<file path="src/rtl/ctrl_pkg.sv">
// Shared encodings for the multicycle RV32I main controller: opcodes, state
// numbers and datapath select values.
package ctrl_pkg;

  localparam logic [6:0] OPCODE_LW     = 7'b0000011;
  localparam logic [6:0] OPCODE_SW     = 7'b0100011;
  localparam logic [6:0] OPCODE_RTP    = 7'b0110011;
  localparam logic [6:0] OPCODE_ITP    = 7'b0010011;
  localparam logic [6:0] OPCODE_BRANCH = 7'b1100011;
  localparam logic [6:0] OPCODE_JAL    = 7'b1101111;
  localparam logic [6:0] OPCODE_JALR   = 7'b1100111;
  localparam logic [6:0] OPCODE_LUI    = 7'b0110111;
  localparam logic [6:0] OPCODE_AUIPC  = 7'b0010111;

  localparam logic [3:0] S_FETCH     = 4'd0;
  localparam logic [3:0] S_DECODE    = 4'd1;
  localparam logic [3:0] S_EXE_ADDR  = 4'd2;
  localparam logic [3:0] S_MEM_RD    = 4'd3;
  localparam logic [3:0] S_WB_MEM    = 4'd4;
  localparam logic [3:0] S_MEM_WR    = 4'd5;
  localparam logic [3:0] S_EXE_R     = 4'd6;
  localparam logic [3:0] S_WB_ALU    = 4'd7;
  localparam logic [3:0] S_BRANCH    = 4'd8;
  localparam logic [3:0] S_EXE_I     = 4'd9;
  localparam logic [3:0] S_JAL       = 4'd10;
  localparam logic [3:0] S_LUI       = 4'd11;
  localparam logic [3:0] S_JALR_ADDR = 4'd12;
  localparam logic [3:0] S_TRAP      = 4'd15;

  localparam logic [1:0] SRC_A_PC     = 2'b00;
  localparam logic [1:0] SRC_A_OLD_PC = 2'b01;
  localparam logic [1:0] SRC_A_RD1    = 2'b10;
  localparam logic [1:0] SRC_A_ZERO   = 2'b11;

  localparam logic [1:0] SRC_B_RD2  = 2'b00;
  localparam logic [1:0] SRC_B_IMM  = 2'b01;
  localparam logic [1:0] SRC_B_FOUR = 2'b10;

  localparam logic [1:0] ALU_ADD    = 2'b00;
  localparam logic [1:0] ALU_SUB    = 2'b01;
  localparam logic [1:0] ALU_FUNCT  = 2'b10;
  localparam logic [1:0] ALU_PASS_B = 2'b11;

  localparam logic [1:0] RES_ALU_OUT  = 2'b00;
  localparam logic [1:0] RES_MEM_DATA = 2'b01;
  localparam logic [1:0] RES_ALU      = 2'b10;

  // States that drive mem_req and therefore wait on mem_ready.
  function automatic logic is_access_state(input logic [3:0] s);
    return (s == S_FETCH) || (s == S_MEM_RD) || (s == S_MEM_WR);
  endfunction

endpackage

</file>
<file path="src/rtl/mem_wait_timer.sv">
// Counts cycles spent waiting on mem_ready and flags a timeout on the last
// allowed waiting cycle. MEM_TIMEOUT = 0 disables the timeout.
module mem_wait_timer #(
  parameter int MEM_TIMEOUT = 0
) (
  input  logic clk,
  input  logic rst,
  input  logic waiting,
  input  logic mem_ready,
  output logic timeout
);

  localparam int CW    = (MEM_TIMEOUT > 0) ? $clog2(MEM_TIMEOUT + 1) : 1;
  localparam int LIMIT = (MEM_TIMEOUT > 0) ? MEM_TIMEOUT - 1 : 0;
  localparam logic [CW-1:0] LIMIT_V = LIMIT[CW-1:0];
  localparam logic TMO_EN = (MEM_TIMEOUT > 0);

  logic [CW-1:0] cnt_r;

  // Wait counter: idle outside access states, restarts on every completed access.
  always_ff @(posedge clk or negedge rst) begin
    if (!rst) begin
      cnt_r <= '0;
    end else if (!waiting || mem_ready) begin
      cnt_r <= '0;
    end else begin
      cnt_r <= cnt_r + CW'(1);
    end
  end

  // A ready in the same cycle as the limit wins, so mem_ready masks the timeout.
  assign timeout = TMO_EN && waiting && !mem_ready && (cnt_r == LIMIT_V);

endmodule

</file>
<file path="src/rtl/multicycle_ctrl_fsm.sv">
// Main control FSM of the multicycle RV32I core: sequences fetch, decode,
// execute, memory and writeback, with a memory wait timeout and a trap state.
module multicycle_ctrl_fsm
  import ctrl_pkg::*;
#(
  parameter int MEM_TIMEOUT     = 0,
  parameter int SUPPORT_JALR    = 1,
  parameter int SUPPORT_AUIPC   = 1,
  parameter int TRAP_ON_ILLEGAL = 1
) (
  input  logic       clk,
  input  logic       rst,
  input  logic [6:0] op,
  input  logic       mem_ready,
  output logic [1:0] sel_alu_src_a,
  output logic [1:0] sel_alu_src_b,
  output logic [1:0] alu_op,
  output logic [1:0] sel_result,
  output logic       sel_mem_addr,
  output logic       mem_req,
  output logic       we_mem,
  output logic       pc_update,
  output logic       we_ir,
  output logic       we_rf,
  output logic       branch,
  output logic       jalr_clr_lsb,
  output logic       illegal_instr,
  output logic       bus_err,
  output logic       instr_retired,
  output logic [3:0] state_o
);

  localparam logic [3:0] S_ILLEGAL = (TRAP_ON_ILLEGAL != 0) ? S_TRAP : S_FETCH;

  logic [3:0] state_r, state_nxt_s;
  logic       illegal_r, bus_err_r;
  logic       waiting_s, timeout_s;

  assign waiting_s = is_access_state(state_r);

  mem_wait_timer #(.MEM_TIMEOUT(MEM_TIMEOUT)) u_timer (
    .clk       (clk),
    .rst       (rst),
    .waiting   (waiting_s),
    .mem_ready (mem_ready),
    .timeout   (timeout_s)
  );

  // State register.
  always_ff @(posedge clk or negedge rst) begin
    if (!rst) begin
      state_r <= S_FETCH;
    end else begin
      state_r <= state_nxt_s;
    end
  end

  // Trap cause flags, latched on the transition into S_TRAP.
  always_ff @(posedge clk or negedge rst) begin
    if (!rst) begin
      illegal_r <= 1'b0;
      bus_err_r <= 1'b0;
    end else if (state_nxt_s == S_TRAP && state_r != S_TRAP) begin
      illegal_r <= (state_r == S_DECODE);
      bus_err_r <= waiting_s;
    end else begin
      illegal_r <= illegal_r;
      bus_err_r <= bus_err_r;
    end
  end

  // Next-state logic.
  always_comb begin
    state_nxt_s = state_r;
    case (state_r)
      S_FETCH, S_MEM_RD, S_MEM_WR: begin
        if (mem_ready) begin
          state_nxt_s = (state_r == S_FETCH)  ? S_DECODE :
                        (state_r == S_MEM_RD) ? S_WB_MEM : S_FETCH;
        end else if (timeout_s) begin
          state_nxt_s = S_TRAP;
        end else begin
          state_nxt_s = state_r;
        end
      end
      S_DECODE: begin
        case (op)
          OPCODE_LW, OPCODE_SW: state_nxt_s = S_EXE_ADDR;
          OPCODE_RTP:           state_nxt_s = S_EXE_R;
          OPCODE_ITP:           state_nxt_s = S_EXE_I;
          OPCODE_BRANCH:        state_nxt_s = S_BRANCH;
          OPCODE_JAL:           state_nxt_s = S_JAL;
          OPCODE_LUI:           state_nxt_s = S_LUI;
          OPCODE_AUIPC:         state_nxt_s = (SUPPORT_AUIPC != 0) ? S_WB_ALU : S_ILLEGAL;
          OPCODE_JALR:          state_nxt_s = (SUPPORT_JALR != 0) ? S_JALR_ADDR : S_ILLEGAL;
          default:              state_nxt_s = S_ILLEGAL;
        endcase
      end
      S_EXE_ADDR:                 state_nxt_s = (op == OPCODE_LW) ? S_MEM_RD : S_MEM_WR;
      S_EXE_R, S_EXE_I, S_LUI:    state_nxt_s = S_WB_ALU;
      S_WB_MEM, S_WB_ALU, S_BRANCH: state_nxt_s = S_FETCH;
      S_JALR_ADDR:                state_nxt_s = S_JAL;
      S_JAL:                      state_nxt_s = S_WB_ALU;
      S_TRAP:                     state_nxt_s = S_TRAP;
      default:                    state_nxt_s = S_FETCH;
    endcase
  end

  // Datapath controls; anything not set in a state stays 0.
  always_comb begin
    sel_alu_src_a = SRC_A_PC;
    sel_alu_src_b = SRC_B_RD2;
    alu_op        = ALU_ADD;
    sel_result    = RES_ALU_OUT;
    sel_mem_addr  = 1'b0;
    mem_req       = 1'b0;
    we_mem        = 1'b0;
    pc_update     = 1'b0;
    we_ir         = 1'b0;
    we_rf         = 1'b0;
    branch        = 1'b0;
    jalr_clr_lsb  = 1'b0;
    instr_retired = 1'b0;
    case (state_r)
      S_FETCH: begin
        mem_req       = 1'b1;
        sel_alu_src_b = SRC_B_FOUR;
        sel_result    = RES_ALU;
        we_ir         = mem_ready;
        pc_update     = mem_ready;
      end
      S_DECODE: begin
        sel_alu_src_a = SRC_A_OLD_PC;
        sel_alu_src_b = SRC_B_IMM;
      end
      S_EXE_ADDR, S_JALR_ADDR: begin
        sel_alu_src_a = SRC_A_RD1;
        sel_alu_src_b = SRC_B_IMM;
      end
      S_MEM_RD: begin
        mem_req      = 1'b1;
        sel_mem_addr = 1'b1;
      end
      S_WB_MEM: begin
        sel_result    = RES_MEM_DATA;
        we_rf         = 1'b1;
        instr_retired = 1'b1;
      end
      S_MEM_WR: begin
        mem_req       = 1'b1;
        sel_mem_addr  = 1'b1;
        we_mem        = 1'b1;
        instr_retired = mem_ready;
      end
      S_EXE_R: begin
        sel_alu_src_a = SRC_A_RD1;
        alu_op        = ALU_FUNCT;
      end
      S_EXE_I: begin
        sel_alu_src_a = SRC_A_RD1;
        sel_alu_src_b = SRC_B_IMM;
        alu_op        = ALU_FUNCT;
      end
      S_LUI: begin
        sel_alu_src_a = SRC_A_ZERO;
        sel_alu_src_b = SRC_B_IMM;
        alu_op        = ALU_PASS_B;
      end
      S_WB_ALU: begin
        we_rf         = 1'b1;
        instr_retired = 1'b1;
      end
      S_BRANCH: begin
        sel_alu_src_a = SRC_A_RD1;
        alu_op        = ALU_SUB;
        branch        = 1'b1;
        instr_retired = 1'b1;
      end
      S_JAL: begin
        sel_alu_src_a = SRC_A_OLD_PC;
        sel_alu_src_b = SRC_B_FOUR;
        pc_update     = 1'b1;
        jalr_clr_lsb  = (op == OPCODE_JALR);
      end
      default: begin
        mem_req = 1'b0;
      end
    endcase
  end

  assign illegal_instr = (state_r == S_TRAP) && illegal_r;
  assign bus_err       = (state_r == S_TRAP) && bus_err_r;
  assign state_o       = state_r;

endmodule

</file>
<file path="config.mk">
export PLATFORM = sky130hd
export DESIGN_NAME = multicycle_ctrl_fsm
export DESIGN_NICKNAME = d
export VERILOG_FILES = /design/src/rtl/ctrl_pkg.sv /design/src/rtl/mem_wait_timer.sv /design/src/rtl/multicycle_ctrl_fsm.sv
export SDC_FILE = /design/constraint.sdc
export NUM_CORES = 1
export LEC_CHECK = 0
export CAP_MARGIN = 10
export CELL_PAD_IN_SITES_DETAIL_PLACEMENT = 1
export CELL_PAD_IN_SITES_GLOBAL_PLACEMENT = 2
export CORE_ASPECT_RATIO = 0.8
export CORE_UTILIZATION = 22
export CTS_CLUSTER_SIZE = 40
export DETAILED_ROUTE_END_ITERATION = 10
export GPL_TIMING_DRIVEN = 0
export PLACE_DENSITY_LB_ADDON = 0.1
export SYNTH_ARGS = -nofsm -noshare
export SYNTH_HDL_FRONTEND = slang
export SYNTH_SLANG_ARGS = --single-unit
</file>
<file path="constraint.sdc">
create_clock -name clk -period 1.84 [get_ports clk]
set_input_delay 0.368 -clock clk [delete_from_list [all_inputs] [get_ports clk]]
set_output_delay 0.368 -clock clk [all_outputs]
set_load 0.005 [all_outputs]
</file>
==> flow_summary_export.csv <==
group,metric,value,unit
setup_path,cp.required,1.47,ns
die,ios,33,
cts,clk_latency,0.22,ns
cells_and_area,final_cell_mix,"28 x buf_4, 12 x buf_6, 9 x buf_2",
place,dp.cells,186,
route,wl_per_cell,15.99,um
timing,clock_skew,0.001003,ns
hold_path,hp-class,"in -> async",
route,routed_wl,3582,um
place,place.gp.congestion,0.7352,
grt,grt_max_degree,11,
cts,root_buffer,"clkbuf_8",
cts,htreeDepth,1,
cells_and_area,fill_cells,410,
route,drtIter0Drc,23,
timing,period_minus_slack,1.896,ns
cells_and_area,diodes,0,
cells_and_area,layout-drive-gt1-share,47.80,%
grt,grt_pass1_vias,1029,
timing,setup_viol,3,
grt,grt_usage,16.72,%
die,die_area,0.003857,mm2
timing,finalWorstSetupSlack,-0.05584,ns
timing,finalHoldViolations,0,
cts,cts_tree,"yes",
synthesis,yosysSeqAreaShare,18.90,%
cts,cts_hold_buffers,0,
die,core-area,0.003447,mm2
cells_and_area,final_common_cell,"buf_4",
synthesis,async_reset_ff_share,100.0,%
synthesis,synth-seq-cells,6,
setup_path,timing.critical_path.from_type,"flip-flop",
cells_and_area,fin_area,0.001675,mm2
cells_and_area,area_growth,110.9,%
timing,rsz0062_at_grt,"true",
die,initial_core_util,23.05,%
synthesis,synth.distinct_cells,42,
grt,grt_use_met2,25.38,%
place,portBuffers,29,
grt,antenna_found_initial,0,
place,dp_slack,-0.6823,ns
cts,cts_made_buffers,3,
run,max_cap_viol_count,0,
timing,relSlewSlack,71.20,%
route,vias_per_cell,5.179,
cells_and_area,final_nets,194,
pwr,ir_drop,693.7,uV
grt,met3_usage,3.986,%
timing,max_freq,527.5,MHz
timing,fin_crit_sh,103.0,%
cts,clk_path_buf_depth,2,
route,drc,0,
die,die_x,69.19,um
place,dpl-instance-area,0.001137,mm2
pwr,leakagePower,0.0008202,uW
route,ant_nets,0,
setup_path,cp.arrival,1.53,ns
die,rows,19,
grt,grt_pass1_wl,5140,um
route,first_pass_iters,4,
cts,cts.sinks,6,
status,violations,"negative setup slack",
synthesis,syn_area,794.5,um2
setup_path,crit_type,"reg -> out",
cells_and_area,stdcell_count,224,
cts,path_clk_slew,0.04,ns
grt,gr-max-usage-layer,"met2",
synthesis,synth_edf_count,0,
setup_path,worstPathMaxFanout,6,
place,dp_hpwl,2149,um
status,status,"finished, violations left",
pwr,power_density,1567,mW/mm2
grt,globalRouteMet1Util,23.66,%
route,vias,1160,
synthesis,syn_nets,125,
synthesis,synthFlopType,"dfrtp_1",
synthesis,postSynthAreaPerCell,6.909,um2
timing,maxSlewViolCount,0,
timing,worst_pin_slew,0.4309,ns
grt,overflow,0,
die,die_y,55.75,um
synthesis,syn_inst,115,
synthesis,yosysWarnings,0,
setup_path,crit_path_end_kind,"primary output",
## power breakdown
group          leakage [uW]  total (uW)  internal [uW]  switching (uW)
sequential        0.0000701         222            180            42.2
combinational      0.000729        2200           1230             975
clock             0.0000216         200            141            59.3
total              0.000820        2620           1550            1080
## through the flow
stage	utilization [%]	hold WS (ns)	TNS [ns]	total power [uW]
6_report	48.60	0.3822	-0.1123	2625
5_1_grt	48.60	0.4085	-0.6512	2792
4_1_cts	41.09	0.3930	-0.6399	2140
3_5_place_dp	32.99	0.4520	-7.989	1563
3_3_place_gp	32.99	0.4415	-7.897	1569
2_1_floorplan	-	0.07241	0	924.0
## synth_stat cells, types with 2 or more instances
cell	count	area, um2
inv_1	2	7.510
o22ai_1	3	18.77
o21ai_0	3	15.01
and3_1	3	18.77
or2_1	2	12.51
nor4_1	3	18.77
nand2_1	7	26.28
nor2_1	10	37.54
o21ai_1	4	20.02
buf_1	2	7.510
dfrtp_1	6	150.1
nor3_1	9	45.04
nor3b_1	3	22.52
a21oi_1	9	45.04
nand2b_1	7	43.79
nand3_1	2	10.01
xnor2_1	2	17.52
nor2b_1	6	37.54
clkbuf_1	4	15.01
and2_1	4	25.02
buf_2	3	15.01
## worst max-delay path: stages (launching register included)
cell	delay, ns
dfrtp_1	0.41
buf_8	0.15
buf_4	0.13
buf_6	0.10
nor2b_4	0.13
nor3_1	0.12
dlygate4sd2_1	0.26
## state kept, by name (all words and copies together), names as in the netlist
signal / count
illegal_r: 1
bus_err_r: 1
state_o: 4
## cell type report
class	count	area [um2]	area share (%)
Buffer	11	125.1	7.468
Clock buffer	3	41.29	2.465
Inverter	3	13.76	0.8215
Multi-Input combinational cell	95	730.7	43.61
Sequential cell	6	151.4	9.037
Tap cell	42	52.55	3.137
Timing Repair Buffer	64	560.5	33.46
## routing by layer
metal / up-vias / wire length, um / part of all wire [%]
met1: 570 / 1691 / 47
met3: 6 / 144 / 4.0
met5: - / 0 / 0
met2: 29 / 1697 / 47
met4: 0 / 48 / 1.3
li1: 555 / - / -
## cells by family after synthesis
logic type / count (synthesis) / share of synthesized area (%)
DFF: 6 / 18.90
muxes: 1 / 1.260
xor gates and xnor gates: 3 / 3.308
and+or+nand+nor: 62 / 45.20
buffers and inverters: 14 / 8.503
AOI/OAI and AO/OA: 29 / 22.84
## final timing paths
kind	cells after the start	slack (ns)	end	start
max in group asynchronous	1	1.23	state_o[3]$_DFF_PN0_	rst
setup / recovery	6	-0.06	alu_op[0]	state_o[1]$_DFF_PN0_
setup reg to reg	7	0.14	state_o[2]$_DFF_PN0_	state_o[2]$_DFF_PN0_
hold reg to reg	1	0.46	illegal_r$_DFFE_PN0P_	illegal_r$_DFFE_PN0P_
hold / removal	1	0.38	illegal_r$_DFFE_PN0P_	rst
min in group clk	1	0.46	illegal_r$_DFFE_PN0P_	illegal_r$_DFFE_PN0P_
## what timing repair did
item | 4_1_cts | 5_1_grt
endpoints found under the setup margin | 21 | 14
hold endpoints to repair | 0 | 0
gates cloned | 0 | 1
resized for setup | 86 | 36
pin swaps | 6 | 7
buffers inserted | 15 | 19
Power figures use the tool's default switching activity.
==> variant 1, RTL diff (same flow settings) <==
Change the parameter `SUPPORT_JALR` from 1 to 0.
--- a/src/rtl/multicycle_ctrl_fsm.sv
+++ b/src/rtl/multicycle_ctrl_fsm.sv
@@ -4,7 +4,7 @@
   import ctrl_pkg::*;
 #(
   parameter int MEM_TIMEOUT     = 0,
-  parameter int SUPPORT_JALR    = 1,
+  parameter int SUPPORT_JALR    = 0,
   parameter int SUPPORT_AUIPC   = 1,
   parameter int TRAP_ON_ILLEGAL = 1
 ) (
Behaviour: not the same (Yosys sat finds a counterexample within 4 cycles, from zero or initial values and one cycle with rst low).
==> variant 1 against the original RTL <==
  * The run still ends with setup timing left
  * Wire length up 1.2%
  * Sequential cell count did not move
  * Critical path depth unchanged
  * Power increased by 12%
  * Via count is 5.3% lower
  * Cell area decreased by 2.2%
  * Area after synthesis unchanged
  * Sequential share of layout area grew 0.28 points
  * Setup slack improved by 45 ps
  * Critical endpoint is now we_ir
  * Largest power group unchanged
==> variant 1: results (changes against the original RTL) <==
HPWL Detailed: 2200 µm (was 2150 µm)
synthesized net count: 122 (was 125)
final std cells w/o fill: 217 (was 224)
Peak VDD IR: 0.00122 V (was 0.000694 V)
# port buffers: 30 (was 29)
fillers: 400 (was 410)
failing checks: setup timing (unchanged)
arrival time at the worst endpoint: 1480 ps (was 1530 ps)
synth cell count leaders: 11 x nor2_1, 9 x nand2_1, 7 x nor2b_1 (was 10 x nor2_1, 9 x a21oi_1, 9 x nor3_1)
final setup vio count: 2 (was 3)
outcome: complete, but fails checks (unchanged)
initial DRC count: 37 (was 23)
H-tree depth: 1 (unchanged)
fraction of layout cells with a size suffix above 1: 43.4% (was 47.8%)
Worst Tran Pin Value: 350 ps (was 431 ps)
Placed Cells: 184 (was 186)
first-pass GRT wire length: 5580 µm (was 5140 µm)
Placed Area: 1150 µm² (was 1140 µm²)
Leak: 0.000756 µW (was 0.000820 µW)
TNS Setup: -13.7 ps (was -112 ps)
mean post-synth cell area: 7.09 µm² (was 6.91 µm²)
final worst setup slack: -11.2 ps (was -55.8 ps)
placer's final routability congestion estimate: 0.751 (was 0.735)
nets@finish: 187 (was 194)
vias in the first global route: 1,107 (was 1,029)
GRT Total Usage: 17.7% (was 16.7%)
post-DR vias/cell: 5.06 (was 5.18)
ranking of synthesized cells by area: dfrtp_1 19%, nor2b_1 5.5%, nor2_1 5.2% (was dfrtp_1 19%, a21oi_1 5.7%, nor3_1 5.7%)
Seq cells post-synth: 6 (unchanged)
Final Skew: 0.831 ps (was 1.00 ps)
Yosys cell types: 45 (was 42)
routed len/inst: 16.7 µm (was 16.0 µm)
Post-synth ARST share: 100% (unchanged)
variant 1: through the flow:
stage	setup WS, ps	util (%)
finish	-11.2	47.5
global route	-79.2	47.5
CTS	-87.9	41.4
detailed placement	-652	33.3
global placement	-638	33.3
floorplan	203	-
variant 1: area by class of cell:
type | instances | area (µm²) | share of cell area [%]
Clock buffer | 3 | 41.3 | 2.52
Sequential cell | 6 | 153 | 9.32
Inverter | 3 | 11.3 | 0.688
Timing Repair Buffer | 60 | 498 | 30.4
Tap cell | 42 | 52.6 | 3.21
Multi-Input combinational cell | 92 | 733 | 44.8
Buffer | 11 | 149 | 9.09
variant 1: report_power, final:
group	switching, µW	internal [µW]
clock	58.7	141
combinational	1130	1370
sequential	53.5	187
total	1240	1700
variant 1: worst paths after layout:
kind	startpoint	endpoint	slack [ps]	cells past startpoint
min in group clk	illegal_r$_DFFE_PN0P_	illegal_r$_DFFE_PN0P_	480	1
max	state_o[2]$_DFF_PN0_	we_ir	-10	6
min	rst	state_o[3]$_DFF_PN0_	400	1
min reg2reg	illegal_r$_DFFE_PN0P_	illegal_r$_DFFE_PN0P_	480	1
max reg2reg	state_o[2]$_DFF_PN0_	bus_err_r$_DFFE_PN0P_	30	7
max in group asynchronous	rst	state_o[0]$_DFF_PN0_	1190	1
variant 1: logic make-up after synthesis:
kind of cell	after synthesis	share of synthesized area [%]
flip-flops	6	18.9
multiplexers	1	1.26
AO/OA/AOI/OAI	28	24.3
XOR/XNOR	4	4.41
adder cells (fa/ha/maj)	1	1.26
buffers and inverters	14	8.50
AND/OR/NAND/NOR	58	41.4
variant 1: what timing repair did:
item                       4_1_cts  5_1_grt
setup endpoints to repair       20       12
hold buffers                     0        0
pin swaps                        7        5
gates cloned                     0        2
gates resized for setup         85       32
setup buffers                   13       15
variant 1: layer usage:
metal  routed length (µm)  part of all wire, %  global-route usage (%)
met5                    0                    0                       0
met4                    4                 0.11                    2.62
met3                   88                  2.4                    2.54
met2                 1680                   46                    27.6
met1                 1850                   51                    26.3
variant 1: worst reg2reg max path: stages (launching register included):
cell	delay [ps]
dfrtp_1	410
buf_6	150
buf_4	130
buf_4	130
nor4b_4	270
o21ai_1	140
a221o_1	300
and2_1	170
==> variant 2, RTL diff (same settings) <==
Without the edit above. Register the output `instr_retired`, with the module's reset; this adds one clock of latency there. The other outputs are not delayed to match.
--- a/src/rtl/multicycle_ctrl_fsm.sv
+++ b/src/rtl/multicycle_ctrl_fsm.sv
@@ -32,6 +32,8 @@
 
   localparam logic [3:0] S_ILLEGAL = (TRAP_ON_ILLEGAL != 0) ? S_TRAP : S_FETCH;
 
+  logic instr_retired_d;
+
   logic [3:0] state_r, state_nxt_s;
   logic       illegal_r, bus_err_r;
   logic       waiting_s, timeout_s;
@@ -120,7 +122,7 @@
     we_rf         = 1'b0;
     branch        = 1'b0;
     jalr_clr_lsb  = 1'b0;
-    instr_retired = 1'b0;
+    instr_retired_d = 1'b0;
     case (state_r)
       S_FETCH: begin
         mem_req       = 1'b1;
@@ -144,13 +146,13 @@
       S_WB_MEM: begin
         sel_result    = RES_MEM_DATA;
         we_rf         = 1'b1;
-        instr_retired = 1'b1;
+        instr_retired_d = 1'b1;
       end
       S_MEM_WR: begin
         mem_req       = 1'b1;
         sel_mem_addr  = 1'b1;
         we_mem        = 1'b1;
-        instr_retired = mem_ready;
+        instr_retired_d = mem_ready;
       end
       S_EXE_R: begin
         sel_alu_src_a = SRC_A_RD1;
@@ -168,13 +170,13 @@
       end
       S_WB_ALU: begin
         we_rf         = 1'b1;
-        instr_retired = 1'b1;
+        instr_retired_d = 1'b1;
       end
       S_BRANCH: begin
         sel_alu_src_a = SRC_A_RD1;
         alu_op        = ALU_SUB;
         branch        = 1'b1;
-        instr_retired = 1'b1;
+        instr_retired_d = 1'b1;
       end
       S_JAL: begin
         sel_alu_src_a = SRC_A_OLD_PC;
@@ -192,5 +194,13 @@
   assign bus_err       = (state_r == S_TRAP) && bus_err_r;
   assign state_o       = state_r;
 
+  always_ff @(posedge clk or negedge rst) begin
+    if (!rst) begin
+      instr_retired <= '0;
+    end else begin
+      instr_retired <= instr_retired_d;
+    end
+  end
+
 endmodule
 
Check against the original RTL: not equivalent (a bounded check fails within 4 cycles, from zero or initial values and one cycle with rst low).
==> variant 2 against the original RTL <==
  * The run ends with DRC, setup timing left
  * Highest routed layer unchanged
  * Largest cell class unchanged
  * Setup slack worse by 100 ps
  * Area after synthesis up 4.3%
  * Power increased by 2.5%
  * Cell area down 3.4%
  * Clock skew up 6.2 ps
  * Wire length increased by 6.7%
  * Critical path depth is 1 lower
  * Register-to-register slack got worse by 100 ps
  * Sequential cell count grew 1
==> variant 2: results (changes against the original RTL) <==
TNS Setup: -681 ps (was -112 ps)
DRC: 2 (was 0)
routed len/inst: 17.9 µm (was 16.0 µm)
placer's final routability congestion estimate: 0.753 (was 0.735)
Post-Synth XOR/XNOR Area: 4.23% (was 3.31%)
Reg power frac: 9.6% (was 8.5%)
met1 Usage GRT: 24.2% (was 23.7%)
Placed Cells: 184 (was 186)
final setup vio count: 9 (was 3)
mean post-synth cell area: 7.40 µm² (was 6.91 µm²)
routed wl met2: 1890 µm (was 1700 µm)
slowest stage delay, CP: 460 ps (was 410 ps)
GR Layer Usage met2: 30.8% (was 25.4%)
outcome: complete, but fails checks (unchanged)
Placed Area: 1180 µm² (was 1140 µm²)
failing checks: DRC, setup timing (was setup timing)
Leak: 0.000728 µW (was 0.000820 µW)
final worst setup slack: -160 ps (was -55.8 ps)
Seq/Total Area, Yosys: 21.1% (was 18.9%)
Clock buffer cells: 4 (was 3)
clk tree area frac: 2.78% (was 2.46%)
Pwr Density: 1660 nW/µm² (was 1570 nW/µm²)
Worst Tran Pin Value: 393 ps (was 431 ps)
post-synthesis mux area share: 0% (was 1.26%)
setup bufs post-CTS: 18 (was 15)
arrival time at the worst endpoint: 1630 ps (was 1530 ps)
fillers: 420 (was 410)
sequential logic power: 259 µW (was 222 µW)
Multi-input gate area: 751 µm² (was 731 µm²)
Buffers, non-clock: 66 (was 75)
Crit-path slowest cell: or4b_1 (was dfrtp_1)
post-DR vias/cell: 5.24 (was 5.18)
compound-gate portion of the synthesized area: 28.1% (was 22.8%)
GRT Total Usage: 18.4% (was 16.7%)
DR pass1 iterations: 7 (was 4)
pre-CTS WS: -549 ps (was -682 ps)
Final Skew: 7.25 ps (was 1.00 ps)
Non-clk invs: 1 (was 3)
# port buffers: 30 (was 29)
Comb pwr share: 81.5% (was 83.9%)
WL met1: 1690 µm (about the same)
first-pass GRT wire length: 5660 µm (was 5140 µm)
nets@finish: 183 (was 194)
Multi-Input Combinational: 94 (was 95)
Peak VDD IR: 0.000595 V (was 0.000694 V)
Via Count: 1,122 (was 1,160)
==> variant 2: cell count changes after synthesis, sizes merged, moves of 3 or more <==
cell    before  now
a21oi        9    5
nand2b       7    3
nor2        10    6
a21o         1    4
nand3        2    5
nor2b        6    9
nor3         9    6
o21ai        7   10
==> variant 2: path summary, 6_finish.rpt <==
| path | start | endpoint | slack [ps] | cells past startpoint |
|---|---|---|---|---|
| max in group asynchronous | rst | state_o[1]$_DFF_PN0_ | 1150 | 1 |
| min | rst | state_o[3]$_DFF_PN0_ | 400 | 1 |
| min in group clk | illegal_r$_DFFE_PN0P_ | illegal_r$_DFFE_PN0P_ | 470 | 1 |
| max | state_o[3]$_DFF_PN0_ | jalr_clr_lsb | -160 | 5 |
| max reg2reg | state_o[3]$_DFF_PN0_ | bus_err_r$_DFFE_PN0P_ | 40 | 6 |
| min reg2reg | illegal_r$_DFFE_PN0P_ | illegal_r$_DFFE_PN0P_ | 470 | 1 |
